**src/rtl/muxn_rr.sv**
```systemverilog
// Registered N:1 channel multiplexer with a manual-select mode and a
// round-robin mode. Uses a valid/ready output register and a one-hot grant to the sources.
module muxn_rr #(
  parameter int WIDTH = 4,
  parameter int N     = 4,
  localparam int SW   = $clog2(N)
) (
  input  logic               clk,
  input  logic               rst,
  input  logic [N*WIDTH-1:0] a,
  input  logic [N-1:0]       valid_in,
  input  logic               mode,
  input  logic [SW-1:0]      s,
  output logic [N-1:0]       grant,
  output logic [WIDTH-1:0]   y,
  output logic               y_valid,
  output logic [SW-1:0]      y_sel,
  input  logic               y_ready
);

  logic [WIDTH-1:0] y_q, y_d;
  logic             y_valid_q, y_valid_d;
  logic [SW-1:0]    y_sel_q, y_sel_d;
  logic [SW-1:0]    ptr_q, ptr_d;
  logic             load;
  logic             found;
  int               idx;

  always_comb begin
    y_d       = y_q;
    y_valid_d = y_valid_q;
    y_sel_d   = y_sel_q;
    ptr_d     = ptr_q;
    grant     = '0;
    found     = 1'b0;
    idx       = 0;
    load      = !y_valid_q || y_ready;

    if (!rst && load) begin
      if (!mode) begin
        // Select values with no matching channel (s >= N) yield an empty word.
        y_d       = '0;
        y_sel_d   = s;
        y_valid_d = 1'b0;
        for (int k = 0; k < N; k++) begin
          if (s == SW'(k)) begin
            y_d       = a[k*WIDTH +: WIDTH];
            y_valid_d = valid_in[k];
            grant[k]  = valid_in[k];
          end
        end
      end else begin
        y_valid_d = 1'b0;
        // Scan starting at ptr, wrapping modulo N; the first requester wins.
        for (int i = 0; i < N; i++) begin
          if (!found && valid_in[(int'(ptr_q) + i) % N]) begin
            found = 1'b1;
            idx   = (int'(ptr_q) + i) % N;
          end
        end
        if (found) begin
          y_d        = a[idx*WIDTH +: WIDTH];
          y_sel_d    = SW'(idx);
          y_valid_d  = 1'b1;
          grant[idx] = 1'b1;
          ptr_d      = SW'((idx + 1) % N);
        end
      end
    end
  end

  always_ff @(posedge clk) begin
    if (rst) begin
      y_q       <= '0;
      y_valid_q <= 1'b0;
      y_sel_q   <= '0;
      ptr_q     <= '0;
    end else begin
      y_q       <= y_d;
      y_valid_q <= y_valid_d;
      y_sel_q   <= y_sel_d;
      ptr_q     <= ptr_d;
    end
  end

  assign y       = y_q;
  assign y_valid = y_valid_q;
  assign y_sel   = y_sel_q;

endmodule

```
**config.mk**
```make
export PLATFORM = sky130hd
export DESIGN_NAME = muxn_rr
export DESIGN_NICKNAME = d
export VERILOG_FILES = /design/src/rtl/muxn_rr.sv
export SDC_FILE = /design/constraint.sdc
export NUM_CORES = 1
export LEC_CHECK = 0
export ABC_AREA = 1
export CAP_MARGIN = 15
export CORE_UTILIZATION = 45
export DETAILED_ROUTE_END_ITERATION = 12
export GPL_ROUTABILITY_DRIVEN = 0
export GPL_TIMING_DRIVEN = 0
export PLACE_DENSITY_LB_ADDON = 0.15
export SYNTH_ARGS = -nofsm -noshare
export SYNTH_HDL_FRONTEND = slang
export SYNTH_SLANG_ARGS = --single-unit
```
**constraint.sdc**
```tcl
create_clock -name clk -period 2.65 [get_ports clk]
set_input_delay 0.53 -clock clk [delete_from_list [all_inputs] [get_ports clk]]
set_output_delay 0.53 -clock clk [all_outputs]
set_load 0.05 [all_outputs]
```
==> impl_metrics.sql, run 1 <==
INSERT INTO impl_metrics (metric_group, metric, value, unit) VALUES
('outcome', 'outcome', 'complete, no violations', ''),
('worst_setup_path', 'worstPathArrival', '2.06', 'ns'),
('sta', 'report.final.hold_viol_count', '0', ''),
('synth', 'mappedNetlistNets', '212', ''),
('clocking', 'tritoncts', 'yes', ''),
('cells_and_area', 'fin_area', '1770', 'um2'),
('sta', 'final_min_period_over_clock_period', '0.979', ''),
('detailed_routing', 'viasPerCell', '5.69', ''),
('sta', 'setup_repair_after_global_routing_missed_its_margin', 'true', ''),
('power', 'total_leakage_power', '0.000834', 'uW'),
('synth', 'yosys.area.top_type_share', '0.235', ''),
('clocking', 'clock-sinks', '9', ''),
('global_routing', 'grt_pass1_vias', '1311', ''),
('synth', 'synth_enable_flop_cells', '0', ''),
('worst_hold_path', 'hold_depth', '2', ''),
('global_routing', 'first_pass_grt_wire_length', '5.31', 'mm'),
('synth', 'synth_cell_type_count', '25', ''),
('synth', 'synth_seq_cells', '9', ''),
('clocking', 'h-tree-depth', '1', ''),
('sta', 'max-slew-margin-rel', '0.670', ''),
('detailed_routing', 'drtIter0Drc', '56', ''),
('cells_and_area', 'final_nets', '269', ''),
('sta', 'worstMarginPinSlew', '0.493', 'ns'),
('floorplanning', 'die_y', '50.4', 'um'),
('global_routing', 'grt-ovfl-total', '0', ''),
('worst_hold_path', 'whs_endpoint', 'y[1]$_SDFFE_PP0P_', ''),
('sta', 'worst_hold_slack', '0.476', 'ns'),
('floorplanning', 'std_cell_rows', '17', ''),
('placement', 'dp_hpwl', '2.48', 'mm'),
('synth', 'post_synth.cell_area_avg', '5.67', 'um2'),
('placement', 'post_dp_cell_area', '1460', 'um2'),
('clocking', 'cts.reportedPaths.clkPinSlew', '0.06', 'ns'),
('synth', 'synth_area_leaders', 'nand2_1, dfxtp_1, nand3_1, nand2_2, a21oi_1', ''),
('placement', 'port_buffers', '35', ''),
('power', 'clk_pwr_share', '0.041', ''),
('cells_and_area', 'synthesis_to_layout_area_growth', '67.5', '%'),
('clocking', 'clock_insertion_delay_worst_skew', '0.26', 'ns'),
('detailed_routing', 'wl_per_cell', '14.5', 'um'),
('worst_setup_path', 'critPathKind', 'reg2out', ''),
('sta', 'fin_worst_skew', '0.000282', 'ns'),
('detailed_routing', 'postRouteWirelength', '3.91', 'mm'),
('sta', 'setup_tns', '0', 'ns'),
('cells_and_area', 'antenna-diode-count', '0', ''),
('worst_setup_path', 'timing.critical_path.from_type', 'register', ''),
('global_routing', 'grt_antenna_before_repair', '0', ''),
('power', 'pwr-share-comb', '0.861', ''),
('worst_setup_path', 'reg2reg_slack', '0.68', 'ns'),
('clocking', 'clock_tree.root_cell', 'clkbuf_4', ''),
('clocking', 'cts_made_buffers', '3', ''),
('synth', 'yosysWarningCount', '0', ''),
('sta', 'finalWorstPathRequiredPeriod', '2.59', 'ns'),
('worst_setup_path', 'cp_cell_sequence', 'clkbuf_16 > nand2_4 > nand3_1 > nand2_1 > inv_2 > nand3_4 > nor2_4 > nor2_4 > inv_4 > a21oi_1 > a211oi_2 > buf_6', ''),
('worst_setup_path', 'critPathMaxFanout', '5', ''),
('worst_setup_path', 'reg2reg_from', 'ptr_q[0]$_SDFFE_PP0P_', ''),
('power', 'power.switching', '1410', 'uW'),
('floorplanning', 'effective_utilization_at_floorplan', '0.477', ''),
('synth', 'synthArstFlopShare', '0', ''),
('clocking', 'clockBufferDepth', '2', ''),
('worst_hold_path', 'worst_min_delay_path_category', 'reg2reg', ''),
('worst_setup_path', 'rr_worst_depth', '16', ''),
('clocking', 'cts_hold_repair.buffers', '0', ''),
('worst_setup_path', 'setup.worst_path.end_class', 'output pin', ''),
('power', 'pwr-share-seq', '0.098', ''),
('worst_setup_path', 'slowest_stage_cell_cp', 'dfxtp_4', ''),
('worst_setup_path', 'critPathMostFrequentCell', 'nor2_4', ''),
('detailed_routing', 'drt.antenna.violating_nets', '0', ''),
('synth', 'largest_area_contributor_in_the_netlist', 'nand2_1', ''),
('synth', 'dominant_register_cell_in_the_synthesized_netlist', 'dfxtp_1', ''),
('global_routing', 'global_route.usage.total', '0.264', ''),
('floorplanning', 'chip_width', '50.4', 'um'),
('detailed_routing', 'drt_pass1_iterations', '4', '');
cells in the mapped netlist (3+ instances only):
cell type and number:
nand2_1 66, o21ai_0 5, nand3_1 23, a31oi_1 6, a21oi_1 14, inv_1 14, nor2_1 8, dfxtp_1 9
a22o_1 4, inv_2 4, nor2_2 3, nand2_2 14
sequential cells by signal, summed over array words and instances (netlist names):
signal and cells:
ptr_q 2, y 4, y_sel 2, y_valid 1
repair_timing:
action	in CTS	in global routing
setup endpoints to repair	4	4
resized for setup	51	36
cloned	0	1
setup buffers	4	13
pin swaps	10	14
per-stage QoR:
stage / util / std cells / setup slack, ns / power, uW
after floorplan: - / 186 / -0.0303 / 1400
after global placement: 0.660 / 249 / -1.01 / 1700
after detailed placement: 0.660 / 249 / -1.06 / 1730
after CTS: 0.706 / 256 / 0.0111 / 1990
after global routing: 0.799 / 270 / -0.0585 / 2710
final: 0.799 / 270 / 0.0569 / 2560
placed cells by master, fill, tap and decap left out, drive strengths merged:
master and instances:
nand2 82, inv 18, a211oi 2, buf 25, a21oi 15, dfxtp 9
a22o 4, clkbuf 9, nor3 1, nor2 11, clkdlybuf4s50 27, nand3b 1
a22oi 1, a31oi 6, o21ai 7, nand3 24
kinds of logic (layout without fill, tap and decap cells):
kind of cell	count (synthesis)	count (layout)	synth area share
buffers and inverters	23	79	0.110
flip-flops	9	9	0.171
AND/OR/NAND/NOR	119	119	0.516
AO/OA/AOI/OAI	35	35	0.203
worst max-delay path by stage:
stage,from,end
3_3_place_gp,valid_in[3],grant[1]
5_1_grt,ptr_q[0]$_SDFFE_PP0P_,grant[1]
6_report,ptr_q[0]$_SDFFE_PP0P_,grant[2]
4_1_cts,valid_in[2],grant[1]
3_5_place_dp,valid_in[0],grant[1]
2_1_floorplan,valid_in[3],grant[2]
critical path: cells and delay by family, from the launching register on:
| kind | cells | cell delay (ns) |
|---|---|---|
| flip-flops | 1 | 0.40 |
| buffers and inverters | 4 | 0.53 |
| AO/OA/AOI/OAI | 2 | 0.30 |
| AND/OR/NAND/NOR | 6 | 0.58 |
power groups by stage:
| stage | clock [uW] | sequential [uW] | combinational [uW] |
|---|---|---|---|
| CTS | 106 | 225 | 1660 |
| global placement | 0 | 223 | 1480 |
| finish | 106 | 251 | 2200 |
| global route | 113 | 257 | 2340 |
| detailed placement | 0 | 224 | 1510 |
| floorplan | 0 | 324 | 1070 |
per-layer routing:
metal,global-route usage,part of all wire
met3,0.0121,0.058
met5,0,0
met2,0.471,0.51
met4,0.125,0.035
met1,0.321,0.40
cell type report:
cell class | instances | area, um2
buffer | 4 | 32.5
clock buffer | 4 | 26.3
fill | 165 | 445
inverter | 18 | 80.1
multi-input combinational | 154 | 917
sequential | 9 | 188
tap | 28 | 35.0
timing repair buffer | 53 | 488
Power figures use the tool's default switching activity.
==> run 2, diff against run 1 <==
--- a/config.mk
+++ b/config.mk
@@ -7,9 +7,10 @@
 export LEC_CHECK = 0
 export ABC_AREA = 1
 export CAP_MARGIN = 15
-export CORE_UTILIZATION = 45
+export CORE_UTILIZATION = 57
 export DETAILED_ROUTE_END_ITERATION = 12
-export GPL_ROUTABILITY_DRIVEN = 0
+export DONT_BUFFER_PORTS = 1
+export GPL_ROUTABILITY_DRIVEN = 1
 export GPL_TIMING_DRIVEN = 0
 export PLACE_DENSITY_LB_ADDON = 0.15
 export SYNTH_ARGS = -nofsm -noshare
==> run 2 against run 1 <==
The flow now finishes with violations (negative setup slack). Combinational power fell by 2%. Worst setup slack worse by 0.17 ns. First-iteration DRC count is 43% higher. Fmax down 6.1%. Power rose by 2.4%. Clock skew rose by 0.0034 ns. Core utilization increased by 5.4 points. Routed wire length grew 10%. Count of clock-buffer cells in the layout unchanged. Critical path type unchanged.
==> impl_metrics.sql, run 2 (synthesis gave the netlist of run 1 again) <==
INSERT INTO impl_metrics (metric_group, metric, value, unit) VALUES
('global_routing', 'grt_start_max_net_pins', '11', ''),
('cells_and_area', 'layout.cells.most_common_list', 'nand2_1, buf_4, nand3_1', ''),
('sta', 'finalWorstPathRequiredPeriod', '2.76', 'ns'),
('floorplanning', 'chip_width', '45.0', 'um'),
('floorplanning', 'effective_utilization_at_floorplan', '0.611', ''),
('detailed_routing', 'postRouteWirelength', '4.32', 'mm'),
('detailed_routing', 'drtIter0Drc', '80', ''),
('cells_and_area', 'final_cells', '235', ''),
('floorplanning', 'die_y', '45.0', 'um'),
('power', 'total_leakage_power', '0.000722', 'uW'),
('detailed_routing', 'drt_pass1_iterations', '5', ''),
('cells_and_area', 'final_nets', '237', ''),
('floorplanning', 'floorplan.io_pins', '37', ''),
('sta', 'max-slew-margin-rel', '0.583', ''),
('cells_and_area', 'synthesis_to_layout_area_growth', '39.6', '%'),
('cells_and_area', 'largest_register_ff_count', '4', ''),
('cells_and_area', 'postLayoutCoreUtil', '0.853', ''),
('global_routing', 'grt_pass1_vias', '1285', ''),
('detailed_routing', 'vias', '1525', ''),
('floorplanning', 'std_cell_rows', '15', ''),
('sta', 'timing.final.ws_setup', '-0.113', 'ns'),
('global_routing', 'grt_antenna_before_repair', '0', ''),
('detailed_routing', 'drt.antenna.violating_nets', '0', ''),
('cells_and_area', 'most_common_cell_after_layout_fill_and_taps_aside', 'nand2_1', ''),
('worst_setup_path', 'setup.worst_path.end_class', 'output pin', ''),
('clocking', 'clock-sinks', '9', ''),
('global_routing', 'global_route.usage.total', '0.361', ''),
('sta', 'fin_worst_skew', '0.00369', 'ns'),
('global_routing', 'grt-ovfl-total', '0', ''),
('sta', 'report.final.hold_viol_count', '0', ''),
('cells_and_area', 'antenna-diode-count', '0', ''),
('worst_setup_path', 'critPathMaxFanout', '8', ''),
('floorplanning', 'coreArea', '1730', 'um2'),
('clocking', 'tritoncts', 'yes', ''),
('clocking', 'h-tree-depth', '1', ''),
('worst_setup_path', 'required', '2.12', 'ns'),
('placement', 'place_congestion', '0.994', ''),
('detailed_routing', 'wl_per_cell', '18.4', 'um'),
('outcome', 'outcome', 'complete, but fails checks', ''),
('detailed_routing', 'drc_violations_left', '0', ''),
('placement', 'dp_hpwl', '2.22', 'mm'),
('cells_and_area', 'fillers', '116', ''),
('outcome', 'violations', 'negative setup slack', ''),
('cells_and_area', 'post_route_cells_drive_above_1_share', '0.376', ''),
('global_routing', 'first_pass_grt_wire_length', '5.46', 'mm'),
('flow_run', 'cap_viol_max_count', '0', ''),
('sta', 'final_min_period_over_clock_period', '1.04', ''),
('worst_hold_path', 'worst_min_delay_path_category', 'in2reg', ''),
('placement', 'port_buffers', '0', ''),
('sta', 'final_max_slew_viol_count', '0', ''),
('power', 'power-per-cell-area', '1780', 'nW/um2'),
('clocking', 'clock_tree.root_cell', 'clkbuf_4', ''),
('placement', 'post-place-cells', '211', ''),
('clocking', 'cts.reportedPaths.clkPinSlew', '0.06', 'ns'),
('worst_setup_path', 'critPathKind', 'reg2out', ''),
('sta', 'highest_clock_frequency_the_design_can_meet', '0.362', 'GHz'),
('worst_setup_path', 'timing.critical_path.from_type', 'register', ''),
('clocking', 'clock_insertion_delay_worst_skew', '0.27', 'ns'),
('clocking', 'cts_made_buffers', '3', ''),
('clocking', 'clockBufferDepth', '2', ''),
('detailed_routing', 'viasPerCell', '6.49', ''),
('sta', 'final-setup-viol-count', '4', ''),
('power', 'max-vdd-ir-drop', '1660', 'uV'),
('sta', 'worst_hold_slack', '0.323', 'ns'),
('sta', 'setup_repair_after_global_routing_missed_its_margin', 'true', ''),
('sta', 'worstMarginPinSlew', '0.624', 'ns'),
('worst_setup_path', 'worstPathArrival', '2.23', 'ns'),
('floorplanning', 'design.die.area', '2030', 'um2'),
('placement', 'detailedPlace.worstSlack', '-0.278', 'ns');
[run 2: critical path, cell delays in order (launching register included)]
cell      delay (ns)
dfxtp_4         0.40
inv_6           0.06
nand2_1         0.14
nand2_4         0.09
nand2_4         0.08
nand2_2         0.07
nor2_4          0.13
nand3_1         0.11
nand2_1         0.12
nor2_4          0.07
inv_2           0.10
a21oi_2         0.07
a211oi_4        0.51
[run 2: per-layer routing]
metal / GRT usage / part of all wire
met3: 0.0640 / 0.11
met5: 0 / 0
met4: 0.115 / 0.055
met2: 0.641 / 0.46
met1: 0.437 / 0.37
[run 2: area by class of cell]
| type | instances | area (um2) | share of cell area |
|---|---|---|---|
| Timing Repair Buffer | 21 | 161 | 0.110 |
| Clock buffer | 4 | 26.3 | 0.0178 |
| Inverter | 18 | 82.6 | 0.0561 |
| Multi-Input combinational cell | 154 | 951 | 0.646 |
| Buffer | 4 | 32.5 | 0.0221 |
| Sequential cell | 9 | 188 | 0.127 |
| Tap cell | 25 | 31.3 | 0.0212 |
[run 2: repair_timing]
action                     CTS  global route
pin swaps                    9            14
buffers inserted            13             7
setup endpoints to repair    4             4
gates cloned                 1             0
gates resized for setup     25            28
hold buffers                 0             0
[run 2: power breakdown]
| part | switching [uW] | internal [uW] |
|---|---|---|
| logic | 1260 | 885 |
| registers | 168 | 192 |
| clock network | 53.7 | 58.3 |
[run 2: final timing paths]
path	from	endpoint	slack, ns	cells after the start
hold reg to reg	ptr_q[1]$_SDFFE_PP0P_	ptr_q[1]$_SDFFE_PP0P_	0.57	2
setup reg to reg	ptr_q[0]$_SDFFE_PP0P_	y[2]$_SDFFE_PP0P_	0.58	16
setup / recovery	ptr_q[0]$_SDFFE_PP0P_	grant[2]	-0.11	12
hold / removal	rst	y[3]$_SDFFE_PP0P_	0.32	1
[run 2: through the flow]
| stage | cell area, um2 | power [uW] | setup TNS (ns) |
|---|---|---|---|
| after floorplan | 1070 | 1400 | -0.0303 |
| after global placement | 1100 | 1560 | -0.351 |
| after detailed placement | 1100 | 1610 | -0.447 |
| after CTS | 1310 | 2140 | -0.0822 |
| after global routing | 1470 | 2780 | -0.462 |
| final | 1470 | 2620 | -0.289 |
==> run 3, diff against run 2 <==
--- a/config.mk
+++ b/config.mk
@@ -7,12 +7,12 @@
 export LEC_CHECK = 0
 export ABC_AREA = 1
 export CAP_MARGIN = 15
-export CORE_UTILIZATION = 57
+export CORE_UTILIZATION = 56
 export DETAILED_ROUTE_END_ITERATION = 12
 export DONT_BUFFER_PORTS = 1
 export GPL_ROUTABILITY_DRIVEN = 1
 export GPL_TIMING_DRIVEN = 0
-export PLACE_DENSITY_LB_ADDON = 0.15
+export PLACE_DENSITY = 0.74
 export SYNTH_ARGS = -nofsm -noshare
 export SYNTH_HDL_FRONTEND = slang
 export SYNTH_SLANG_ARGS = --single-unit
==> constraint.sdc (replaced) <==
create_clock -name clk -period 2.22 [get_ports clk]
set_input_delay 0.444 -clock clk [delete_from_list [all_inputs] [get_ports clk]]
set_output_delay 0.444 -clock clk [all_outputs]
set_load 0.05 [all_outputs]
==> run 3 against run 2 <==
The run still ends with negative setup slack left. Flip-flop and latch count unchanged. Count of clock-buffer cells in the layout unchanged. Routed wire length down 0.35%. Critical path depth down 1. Non-clock buffer count down 3. Critical path type unchanged. Critical endpoint is now grant[1].
==> impl_metrics.sql, run 3 (synthesis gave the netlist of run 1 again) <==
INSERT INTO impl_metrics (metric_group, metric, value, unit) VALUES
('floorplanning', 'design.die.area', '2060', 'um2'),
('placement', 'port_buffers', '0', ''),
('worst_setup_path', 'startpoint', 'ptr_q[0]$_SDFFE_PP0P_', ''),
('placement', 'place_congestion', '0.969', ''),
('sta', 'finalWorstPathRequiredPeriod', '2.72', 'ns'),
('global_routing', 'grt-ovfl-total', '0', ''),
('worst_hold_path', 'worst_min_delay_path_category', 'in2reg', ''),
('global_routing', 'global_route.usage.total', '0.401', ''),
('clocking', 'h-tree-depth', '1', ''),
('cells_and_area', 'largest_register_ff_count', '4', ''),
('sta', 'max-slew-margin-rel', '0.583', ''),
('clocking', 'clock_tree.root_cell', 'clkbuf_4', ''),
('global_routing', 'first_pass_grt_wire_length', '5.97', 'mm'),
('worst_setup_path', 'critPathKind', 'reg2out', ''),
('detailed_routing', 'drc_violations_left', '0', ''),
('detailed_routing', 'viasPerCell', '6.51', ''),
('clocking', 'clock-sinks', '9', ''),
('detailed_routing', 'postRouteWirelength', '4.31', 'mm'),
('clocking', 'cts_made_buffers', '3', ''),
('clocking', 'cts.reportedPaths.clkPinSlew', '0.08', 'ns'),
('cells_and_area', 'fillers', '98', ''),
('sta', 'final-setup-viol-count', '4', ''),
('cells_and_area', 'antenna-diode-count', '0', ''),
('sta', 'worst_hold_slack', '0.232', 'ns'),
('global_routing', 'grt_antenna_before_repair', '0', ''),
('sta', 'fin_worst_skew', '0.0182', 'ns'),
('clocking', 'cts_hold_repair.buffers', '0', ''),
('sta', 'final_max_slew_viol_count', '0', ''),
('sta', 'worstMarginPinSlew', '0.624', 'ns'),
('global_routing', 'grt_start_max_net_pins', '11', ''),
('detailed_routing', 'drt_pass1_iterations', '7', ''),
('floorplanning', 'chip_width', '45.4', 'um'),
('floorplanning', 'floorplan.io_pins', '37', ''),
('cells_and_area', 'post_route_cells_drive_above_1_share', '0.401', ''),
('cells_and_area', 'final_nets', '234', ''),
('worst_hold_path', 'holdCritStartpoint', 'rst', ''),
('outcome', 'violations', 'negative setup slack', ''),
('detailed_routing', 'vias', '1510', ''),
('cells_and_area', 'most_common_cell_after_layout_fill_and_taps_aside', 'nand2_1', ''),
('worst_setup_path', 'required', '1.78', 'ns'),
('cells_and_area', 'synthesis_to_layout_area_growth', '42.5', '%'),
('detailed_routing', 'wl_per_cell', '18.6', 'um'),
('clocking', 'clock_insertion_delay_worst_skew', '0.27', 'ns'),
('worst_setup_path', 'reg2reg_from', 'ptr_q[0]$_SDFFE_PP0P_', ''),
('global_routing', 'grt_pass1_vias', '1304', ''),
('detailed_routing', 'drtIter0Drc', '150', ''),
('sta', 'final_min_period_over_clock_period', '1.23', ''),
('sta', 'report.final.hold_viol_count', '0', ''),
('floorplanning', 'coreArea', '1750', 'um2'),
('sta', 'highest_clock_frequency_the_design_can_meet', '0.368', 'GHz'),
('clocking', 'clockBufferDepth', '2', ''),
('placement', 'dp_hpwl', '2.28', 'mm'),
('sta', 'setup_repair_after_global_routing_missed_its_margin', 'true', ''),
('clocking', 'tritoncts', 'yes', ''),
('floorplanning', 'effective_utilization_at_floorplan', '0.604', ''),
('sta', 'timing.final.ws_setup', '-0.500', 'ns'),
('floorplanning', 'std_cell_rows', '15', ''),
('worst_setup_path', 'timing.critical_path.from_type', 'register', ''),
('detailed_routing', 'drt.antenna.violating_nets', '0', ''),
('floorplanning', 'die_y', '45.4', 'um'),
('cells_and_area', 'layout.cells.most_common_list', 'nand2_1, nand2_2, nand3_1', ''),
('flow_run', 'cap_viol_max_count', '0', ''),
('worst_setup_path', 'worstPathArrival', '2.28', 'ns'),
('worst_setup_path', 'setup.worst_path.end_class', 'output pin', ''),
('worst_setup_path', 'critPathMaxFanout', '8', ''),
('outcome', 'outcome', 'complete, but fails checks', '');
==> run 3: critical path, stage by stage (launching register included) <==
cell and delay, ns:
dfxtp_4 0.40, inv_4 0.08, nand2_1 0.10, nand3_2 0.15, nand2_4 0.14, nor2_4 0.05
nand3_1 0.08, nand2_2 0.08, nor2_4 0.18, buf_12 0.13, a21oi_4 0.06, a211oi_4 0.54
==> run 3: per-layer routing <==
metal | GRT usage | vias to the layer above | wire (um)
li1 | - | 656 | -
met3 | 0.103 | 59 | 562
met2 | 0.637 | 149 | 1800
met5 | 0 | - | 0
met1 | 0.495 | 646 | 1550
met4 | 0.206 | 0 | 393
==> run 3: metrics by stage <==
step / cell area [um2] / util / worst slack (ns) / instances / setup TNS (ns)
final: 1500 / 0.861 / -0.500 / 232 / -1.80
after global routing: 1500 / 0.861 / -0.528 / 232 / -2.03
after detailed placement: 1170 / 0.672 / -0.264 / 211 / -0.822
after floorplan: 1140 / - / -0.0963 / 186 / -0.127
after CTS: 1460 / 0.836 / -0.395 / 230 / -1.35
after global placement: 1170 / 0.672 / -0.233 / 211 / -0.701
==> run 3: what timing repair did <==
item	CTS	global route
cloned	1	0
buffers inserted	14	3
pin swaps	17	12
resized for setup	31	12
endpoints found under the setup margin	4	4
==> run 3: worst paths after layout <==
kind,end,slack [ns],depth (start not counted)
worst min register to register,y[3]$_SDFFE_PP0P_,0.70,2
worst max-delay path,grant[1],-0.50,11
worst min-delay path,y[2]$_SDFFE_PP0P_,0.23,1
worst max register to register,ptr_q[1]$_SDFFE_PP0P_,0.08,13
==> run 3: cell type report <==
cell class | instances | area (um2) | area share
multi-input combinational | 154 | 980 | 0.652
buffer | 4 | 32.5 | 0.0216
inverter | 18 | 82.6 | 0.0550
timing repair buffer | 18 | 163 | 0.108
tap | 25 | 31.3 | 0.0208
clock buffer | 4 | 26.3 | 0.0175
sequential | 9 | 188 | 0.125
Power of run 3 is left out: the tool's default activity adds up to more than one toggle a clock period on the data nets, which glitch-free logic cannot reach.
